[config.mk]
export PLATFORM = sky130hd
export DESIGN_NAME = alu_fpga_ctrl_flat
export DESIGN_NICKNAME = d
export VERILOG_FILES = /design/src/rtl/alu_fpga_ctrl_if.sv /design/src/rtl/alu_fpga_ctrl.sv /design/src/flat_wrapper.sv
export SDC_FILE = /design/constraint.sdc
export NUM_CORES = 1
export LEC_CHECK = 0
export CAP_MARGIN = 20
export CORE_MARGIN = 2
export CORE_UTILIZATION = 56
export DETAILED_ROUTE_END_ITERATION = 10
export PLACE_DENSITY_LB_ADDON = 0.12
export SLEW_MARGIN = 20
export SYNTH_ARGS = -nofsm -noshare
export SYNTH_HDL_FRONTEND = slang
export SYNTH_SLANG_ARGS = --single-unit
[constraint.sdc]
create_clock -name CLOCK_50 -period 7.8 [get_ports CLOCK_50]
set_input_delay 0.78 -clock CLOCK_50 [delete_from_list [all_inputs] [get_ports CLOCK_50]]
set_output_delay 0.78 -clock CLOCK_50 [all_outputs]
set_load 0.005 [all_outputs]
[src/rtl/alu_fpga_ctrl_if.sv]
// Operand/opcode bus between alu_fpga_ctrl (master) and the alu under test (slave).
interface alu_fpga_ctrl_if #(
  parameter int WORD_W = 32
);
  logic [3:0]        alu_op;
  logic [WORD_W-1:0] alu_a;
  logic [WORD_W-1:0] alu_b;
  logic [WORD_W-1:0] alu_out;
  logic              alu_nf;
  logic              alu_vf;
  logic              alu_zf;

  modport master (
    output alu_op, alu_a, alu_b,
    input  alu_out, alu_nf, alu_vf, alu_zf
  );

  modport slave (
    input  alu_op, alu_a, alu_b,
    output alu_out, alu_nf, alu_vf, alu_zf
  );
endinterface

[src/rtl/alu_fpga_ctrl.sv]
// DE2 bench controller for the alu: debounced keys, keyed A/B/op entry FSM, registered result/flags, hex view.
// Optional macro ALU_FPGA_BLANK_EN enables leading-zero blanking of the hex digits.
module alu_fpga_ctrl #(
  parameter int WORD_W          = 32,
  parameter int DIGITS          = 8,
  parameter int DEBOUNCE_CYCLES = 500000
) (
  input  logic                  CLOCK_50,
  input  logic                  nRST,
  input  logic [3:0]            KEY,
  input  logic [17:0]           SW,
  alu_fpga_ctrl_if.master       alu_bus,
  output logic [7*DIGITS-1:0]   hex_segs,
  output logic [17:0]           LEDR
);

  localparam int CNT_W = $clog2(DEBOUNCE_CYCLES + 1);
  localparam logic [CNT_W-1:0] CNT_LAST = CNT_W'(DEBOUNCE_CYCLES - 1);

  localparam logic [1:0] VIEW_RES = 2'd0;
  localparam logic [1:0] VIEW_A   = 2'd1;
  localparam logic [1:0] VIEW_B   = 2'd2;

  // One-hot encoding doubles as the LEDR[17:13] state lamps.
  typedef enum logic [4:0] {
    ST_ENTER_A  = 5'b10000,
    ST_ENTER_B  = 5'b01000,
    ST_ENTER_OP = 5'b00100,
    ST_EXEC     = 5'b00010,
    ST_SHOW     = 5'b00001
  } state_t;

  genvar gi;

  logic [3:0] w_press;

  generate
    for (gi = 0; gi < 4; gi++) begin : g_key
      logic             r_meta;
      logic             r_sync;
      logic             r_level;
      logic             r_press;
      logic [CNT_W-1:0] r_cnt;

      always_ff @(posedge CLOCK_50 or negedge nRST) begin
        if (!nRST) begin
          r_meta  <= 1'b1;
          r_sync  <= 1'b1;
          r_level <= 1'b1;
          r_press <= 1'b0;
          r_cnt   <= '0;
        end else begin
          r_meta  <= KEY[gi];
          r_sync  <= r_meta;
          r_press <= 1'b0;
          if (r_sync != r_level) begin
            if (r_cnt == CNT_LAST) begin
              r_level <= r_sync;
              r_cnt   <= '0;
              r_press <= r_level & ~r_sync;
            end else begin
              r_cnt <= r_cnt + 1'b1;
            end
          end else begin
            r_cnt <= '0;
          end
        end
      end

      assign w_press[gi] = r_press;
    end
  endgenerate

  // Clear beats enter beats view; KEY1 is reserved.
  logic w_clr;
  logic w_ent;
  logic w_view;
  assign w_clr  = w_press[3];
  assign w_ent  = w_press[0] & ~w_press[3];
  assign w_view = w_press[2] & ~w_press[3] & ~w_press[0];

  logic [WORD_W-1:0] w_capture;
  generate
    if (WORD_W > 16) begin : g_fill
      assign w_capture = {{(WORD_W-16){SW[16]}}, SW[15:0]};
    end else begin : g_trunc
      assign w_capture = SW[WORD_W-1:0];
    end
  endgenerate

  state_t r_state;
  state_t w_state_next;
  logic   w_load_a;
  logic   w_load_b;
  logic   w_load_op;
  logic   w_load_res;

  always_ff @(posedge CLOCK_50 or negedge nRST) begin
    if (!nRST) begin
      r_state <= ST_ENTER_A;
    end else begin
      r_state <= w_state_next;
    end
  end

  always_comb begin
    w_state_next = r_state;
    w_load_a     = 1'b0;
    w_load_b     = 1'b0;
    w_load_op    = 1'b0;
    w_load_res   = 1'b0;
    if (w_clr) begin
      w_state_next = ST_ENTER_A;
    end else begin
      case (r_state)
        ST_ENTER_A: begin
          if (w_ent) begin
            w_load_a     = 1'b1;
            w_state_next = ST_ENTER_B;
          end
        end
        ST_ENTER_B: begin
          if (w_ent) begin
            w_load_b     = 1'b1;
            w_state_next = ST_ENTER_OP;
          end
        end
        ST_ENTER_OP: begin
          if (w_ent) begin
            w_load_op    = 1'b1;
            w_state_next = ST_EXEC;
          end
        end
        ST_EXEC: begin
          w_load_res   = 1'b1;
          w_state_next = ST_SHOW;
        end
        ST_SHOW: begin
          if (w_ent) begin
            w_state_next = ST_ENTER_A;
          end
        end
        default: begin
          w_state_next = ST_ENTER_A;
        end
      endcase
    end
  end

  logic [1:0] r_view;
  logic [1:0] w_view_next;

  always_comb begin
    w_view_next = r_view;
    if (w_clr) begin
      w_view_next = VIEW_RES;
    end else if (w_view && (r_state != ST_EXEC)) begin
      case (r_view)
        VIEW_RES: w_view_next = VIEW_A;
        VIEW_A:   w_view_next = VIEW_B;
        default:  w_view_next = VIEW_RES;
      endcase
    end
  end

  logic [WORD_W-1:0] r_a;
  logic [WORD_W-1:0] r_b;
  logic [3:0]        r_op;
  logic [WORD_W-1:0] r_res;
  logic [2:0]        r_flags;

  always_ff @(posedge CLOCK_50 or negedge nRST) begin
    if (!nRST) begin
      r_a     <= '0;
      r_b     <= '0;
      r_op    <= '0;
      r_res   <= '0;
      r_flags <= '0;
      r_view  <= VIEW_RES;
    end else begin
      r_view <= w_view_next;
      if (w_clr) begin
        r_a     <= '0;
        r_b     <= '0;
        r_op    <= '0;
        r_res   <= '0;
        r_flags <= '0;
      end else begin
        if (w_load_a) begin
          r_a <= w_capture;
        end
        if (w_load_b) begin
          r_b <= w_capture;
        end
        if (w_load_op) begin
          r_op <= SW[3:0];
        end
        if (w_load_res) begin
          r_res   <= alu_bus.alu_out;
          r_flags <= {alu_bus.alu_vf, alu_bus.alu_zf, alu_bus.alu_nf};
        end
      end
    end
  end

  assign alu_bus.alu_a  = r_a;
  assign alu_bus.alu_b  = r_b;
  assign alu_bus.alu_op = r_op;

  logic [WORD_W-1:0]   w_sel;
  logic [31:0]         w_sel32;
  logic [4*DIGITS-1:0] w_disp;

  always_comb begin
    case (r_view)
      VIEW_A:  w_sel = r_a;
      VIEW_B:  w_sel = r_b;
      default: w_sel = r_res;
    endcase
  end

  assign w_sel32 = 32'(w_sel);
  assign w_disp  = w_sel32[4*DIGITS-1:0];

  function automatic logic [6:0] hex7(input logic [3:0] nib);
    case (nib)
      4'h0:    hex7 = 7'b1000000;
      4'h1:    hex7 = 7'b1111001;
      4'h2:    hex7 = 7'b0100100;
      4'h3:    hex7 = 7'b0110000;
      4'h4:    hex7 = 7'b0011001;
      4'h5:    hex7 = 7'b0010010;
      4'h6:    hex7 = 7'b0000010;
      4'h7:    hex7 = 7'b1111000;
      4'h8:    hex7 = 7'b0000000;
      4'h9:    hex7 = 7'b0010000;
      4'hA:    hex7 = 7'b0001000;
      4'hB:    hex7 = 7'b0000011;
      4'hC:    hex7 = 7'b1000110;
      4'hD:    hex7 = 7'b0100001;
      4'hE:    hex7 = 7'b0000110;
      default: hex7 = 7'b0001110;
    endcase
  endfunction

  generate
    for (gi = 0; gi < DIGITS; gi++) begin : g_digit
      logic w_lit;
`ifdef ALU_FPGA_BLANK_EN
      if (gi == 0) begin : g_first
        assign w_lit = 1'b1;
      end else begin : g_upper
        assign w_lit = |w_disp[4*DIGITS-1:4*gi];
      end
`else
      assign w_lit = 1'b1;
`endif
      assign hex_segs[7*gi +: 7] = w_lit ? hex7(w_disp[4*gi +: 4]) : 7'b1111111;
    end
  endgenerate

  assign LEDR = {r_state, 7'b0, r_view, 1'b0, r_flags};

  // Reserved key and switch bits that some parameterisations leave unread.
  logic w_unused;
  assign w_unused = &{1'b0, w_press[1], SW, w_sel32};

endmodule

[src/flat_wrapper.sv]
// flat-port wrapper written by rule: the top's interface ports become plain ports
module alu_fpga_ctrl_flat 
#(
  parameter int WORD_W          = 32,
  parameter int DIGITS          = 8,
  parameter int DEBOUNCE_CYCLES = 500000
)
  (CLOCK_50, nRST, KEY, SW, hex_segs, LEDR, alu_bus_alu_op, alu_bus_alu_a, alu_bus_alu_b, alu_bus_alu_out, alu_bus_alu_nf, alu_bus_alu_vf, alu_bus_alu_zf);
  alu_fpga_ctrl_if #(.WORD_W(WORD_W)) alu_bus_i ();
  input  logic CLOCK_50;
  input  logic nRST;
  input  logic [3:0] KEY;
  input  logic [17:0] SW;
  output logic [7*DIGITS-1:0] hex_segs;
  output logic [17:0] LEDR;
  output wire logic [$bits(alu_bus_i.alu_op)-1:0] alu_bus_alu_op;
  output wire logic [$bits(alu_bus_i.alu_a)-1:0] alu_bus_alu_a;
  output wire logic [$bits(alu_bus_i.alu_b)-1:0] alu_bus_alu_b;
  input wire logic [$bits(alu_bus_i.alu_out)-1:0] alu_bus_alu_out;
  input wire logic [$bits(alu_bus_i.alu_nf)-1:0] alu_bus_alu_nf;
  input wire logic [$bits(alu_bus_i.alu_vf)-1:0] alu_bus_alu_vf;
  input wire logic [$bits(alu_bus_i.alu_zf)-1:0] alu_bus_alu_zf;
  assign alu_bus_alu_op = alu_bus_i.alu_op;
  assign alu_bus_alu_a = alu_bus_i.alu_a;
  assign alu_bus_alu_b = alu_bus_i.alu_b;
  assign alu_bus_i.alu_out = alu_bus_alu_out;
  assign alu_bus_i.alu_nf = alu_bus_alu_nf;
  assign alu_bus_i.alu_vf = alu_bus_alu_vf;
  assign alu_bus_i.alu_zf = alu_bus_alu_zf;
  alu_fpga_ctrl #(.WORD_W(WORD_W), .DIGITS(DIGITS), .DEBOUNCE_CYCLES(DEBOUNCE_CYCLES)) u_core (.CLOCK_50(CLOCK_50), .nRST(nRST), .KEY(KEY), .SW(SW), .alu_bus(alu_bus_i), .hex_segs(hex_segs), .LEDR(LEDR));
endmodule
==> summary.txt <==
Floorplanning
  • Core footprint: 0.01670 mm^2
  • Die H: 135.2 um
  • Die Span X: 135.2 um
  • Row Count: 47
  • IO Count: 201
  • Starting Density: 57.72%
  • Die area: 0.01828 mm^2

Yosys
  • Post-Synth Adder-Cell Area: 7.268%
  • Post-synthesis sequential area ratio: 38.81%
  • Syn avg cell area: 8.796 um^2
  • Synthesized flop and latch total: 149
  • Yosys top cell area share: 36.08%
  • Compound-Gate Fraction of Synth Area: 14.02%
  • Post-Synth XOR/XNOR Area: 3.725%
  • Ys async rst share: 100.0%
  • Ys flop type: dfrtp_1
  • Largest family of logic cells by synthesized area: simple AND/OR/NAND/NOR gates
  • Mux share of post-synthesis cell area: 8.332%
  • Synth unique cells: 61
  • Synth area leaders: dfrtp_1 36%, mux2i_1 8.1%, ha_1 7.3%
  • Area share of and/or/nand/nor cells after synthesis: 19.56%
  • Synth Cell Area: 0.009640 mm^2
  • Synth warn: 0
  • Post-synth EDFFs: 0
  • Post-synth top area cell: dfrtp_1
  • Mapped Cells: 1096

Route
  • Post-Route WL: 24360 um
  • Wire per inst: 16.82 um
  • Drt initial violations: 523
  • TritonRoute pass-1 iters: 5
  • Vias per std cell: 5.738
  • Via Count: 8309
  • Remaining DRCs: 0
  • ANT nets after route: 0

Clocking
  • Root Buffer: clkbuf_16
  • Clock Pin Slew Worst Setup and Hold Paths: 0.06 ns
  • CTS tree: built
  • Setup bufs post-CTS: 0
  • CTS Hold Bufs: 0
  • Clk Latency, worst-skew pair: 0.42 ns
  • H-tree level count: 4
  • Num CTS Buffers: 17
  • Clk sinks: 149
  • Post-CTS sizing: 0
  • Max clock buf depth: 2

Layout
  • Layout cells sized above 1: 5.619%
  • Commonest cells after routing, fill and taps aside: 189 x clkdlybuf4s50_1, 141 x nand2_1, 138 x dfrtp_1
  • Area Growth Syn to Fin: 23.58%
  • Nets: 1330
  • # diodes: 0
  • Most common cell after layout, fill and taps aside: clkdlybuf4s50_1
  • Fill count: 1363

Timing
  • Tcrit/Tclk final: 64.37%
  • Final worst path period need: 5.021 ns
  • Actual slew at the worst max-slew pin: 0.9877 ns
  • Post-route setup TNS: 0 ns
  • Max-slew violation count: 0
  • Final Skew: 0.01449 ns
  • Fmax: 199.2 MHz
  • Final setup viols: 0
  • RSZ-0062 raised after global routing: no
  • Final Hold Fails: 0
  • Worst slew margin: 33.71%

Critical path
  • Crit end category: output port
  • CP startpoint kind: register
  • Crit Path Class: register to output port
  • CP required: 7.02 ns
  • CP Data Arrival Time: 4.24 ns
  • Crit path max fanout: 19

Place
  • Detail Placement HPWL: 16810 um
  • Gpl congestion: 0.8766
  • Port Buffer Count: 190

Global route
  • GRT Residual Overflow: 0
  • Initial antenna violation count: 0
  • GRT Overall Usage: 26.90%
  • Vias in the first global route: 7678
  • Pin count of the biggest net entering global routing: 94
  • First-pass GRT wire length: 39170 um

Flow run
  • Max-cap violations: 0

Pwr
  • Leak: 4.962 nW
  • Pwr dens: 137.0 mW/mm^2
  • VDD IR max: 0.1561 mV
  • Total design power: 1.633 mW

Min path
  • Min-delay worst type: register to register

Status
  • Status: completed
-- final cells by class --
cell class / instances / area (um^2) / share of cell area, %
Inverter: 55 / 206.4 / 1.733
Sequential cell: 149 / 3742 / 31.41
Clock buffer: 19 / 442.9 / 3.718
Multi-Input combinational cell: 792 / 5151 / 43.24
Clock inverter: 13 / 117.6 / 0.9872
Timing Repair Buffer: 200 / 1978 / 16.60
Tap cell: 220 / 275.3 / 2.310
-- registers in the layout (all words and copies together), names as in the netlist --
signal,count
u_core.alu_bus.alu_a,17
u_core.r_res,32
u_core.g_key.r_meta,3
u_core.g_key.r_sync,3
u_core.alu_bus.alu_op,4
u_core.r_state,5
u_core.g_key.r_press,3
u_core.r_flags,3
u_core.r_view,2
u_core.alu_bus.alu_b,17
u_core.g_key.r_level,3
u_core.g_key.r_cnt,57
-- critical path: stages, from the launching register on --
cell and delay [ns]:
dfrtp_1 0.41, inv_1 0.09, ha_1 0.72, a22oi_1 0.20
buf_4 0.24, nand2_1 0.34, o21ai_0 0.30, inv_1 0.19
ha_1 0.19, inv_1 0.05, a211o_1 0.26, o311ai_0 0.10
a22o_1 0.21, clkdlybuf4s50_1 0.50
-- final timing paths --
path | end | from | cells after the start | slack (ns)
setup / recovery | hex_segs[34] | u_core.r_view[1]$_DFFE_PN0P_ | 13 | 2.78
hold / removal | u_core.g_key[0].r_sync$_DFF_PN1_ | u_core.g_key[0].r_meta$_DFF_PN1_ | 0 | 0.36
setup reg to reg | u_core.g_key[0].r_cnt[7]$_DFF_PN0_ | u_core.g_key[0].r_cnt[0]$_DFF_PN0_ | 5 | 5.46
hold reg to reg | u_core.g_key[0].r_sync$_DFF_PN1_ | u_core.g_key[0].r_meta$_DFF_PN1_ | 0 | 0.36
max in group asynchronous | u_core.r_res[20]$_DFFE_PN0P_ | nRST | 2 | 6.08
min in group asynchronous | u_core.g_key[3].r_cnt[7]$_DFF_PN0_ | nRST | 1 | 0.45
-- report_power, final --
part | internal, mW | switching [mW]
clock network | 0.450 | 0.335
registers | 0.780 | 0.00445
logic | 0.0307 | 0.0326
-- kinds of logic after synthesis --
family          count (synthesis)
mux                            80
fa+ha+maj                      56
other cells                     1
simple gates                  390
compound gates                217
flops                         149
xor+xnor                       41
buf+inv                       162
-- metrics by stage --
step                instance area, um^2  std cells  setup slack, ns  hold slack (ns)  util [%]
floorplan                          9667       1103            4.450           0.3452         -
global placement                  11350       1416            3.285           0.3455     67.96
detailed placement                11350       1416            3.267           0.3469     67.96
CTS                               11910       1448            2.803           0.3560     71.31
global route                      11910       1448            2.455           0.3605     71.34
finish                            11910       1448            2.779           0.3561     71.34
-- per-layer routing --
metal,part of all wire [%],up-vias,GRT usage [%]
met4,1.6,0,8.507
met5,0,-,0
met2,50,274,45.09
met3,6.7,25,4.901
met1,42,4003,35.63
li1,-,4007,-
-- cells in the mapped netlist (22+ instances only) --
cell,n
nand2_1,141
dfrtp_1,139
nor2_1,97
a21oi_1,92
mux2i_1,78
ha_1,56
inv_1,55
buf_4,39
clkbuf_1,37
o21ai_0,35
nand3_1,28
buf_2,27
xnor2_1,22
(Power assumes the default switching activity.)
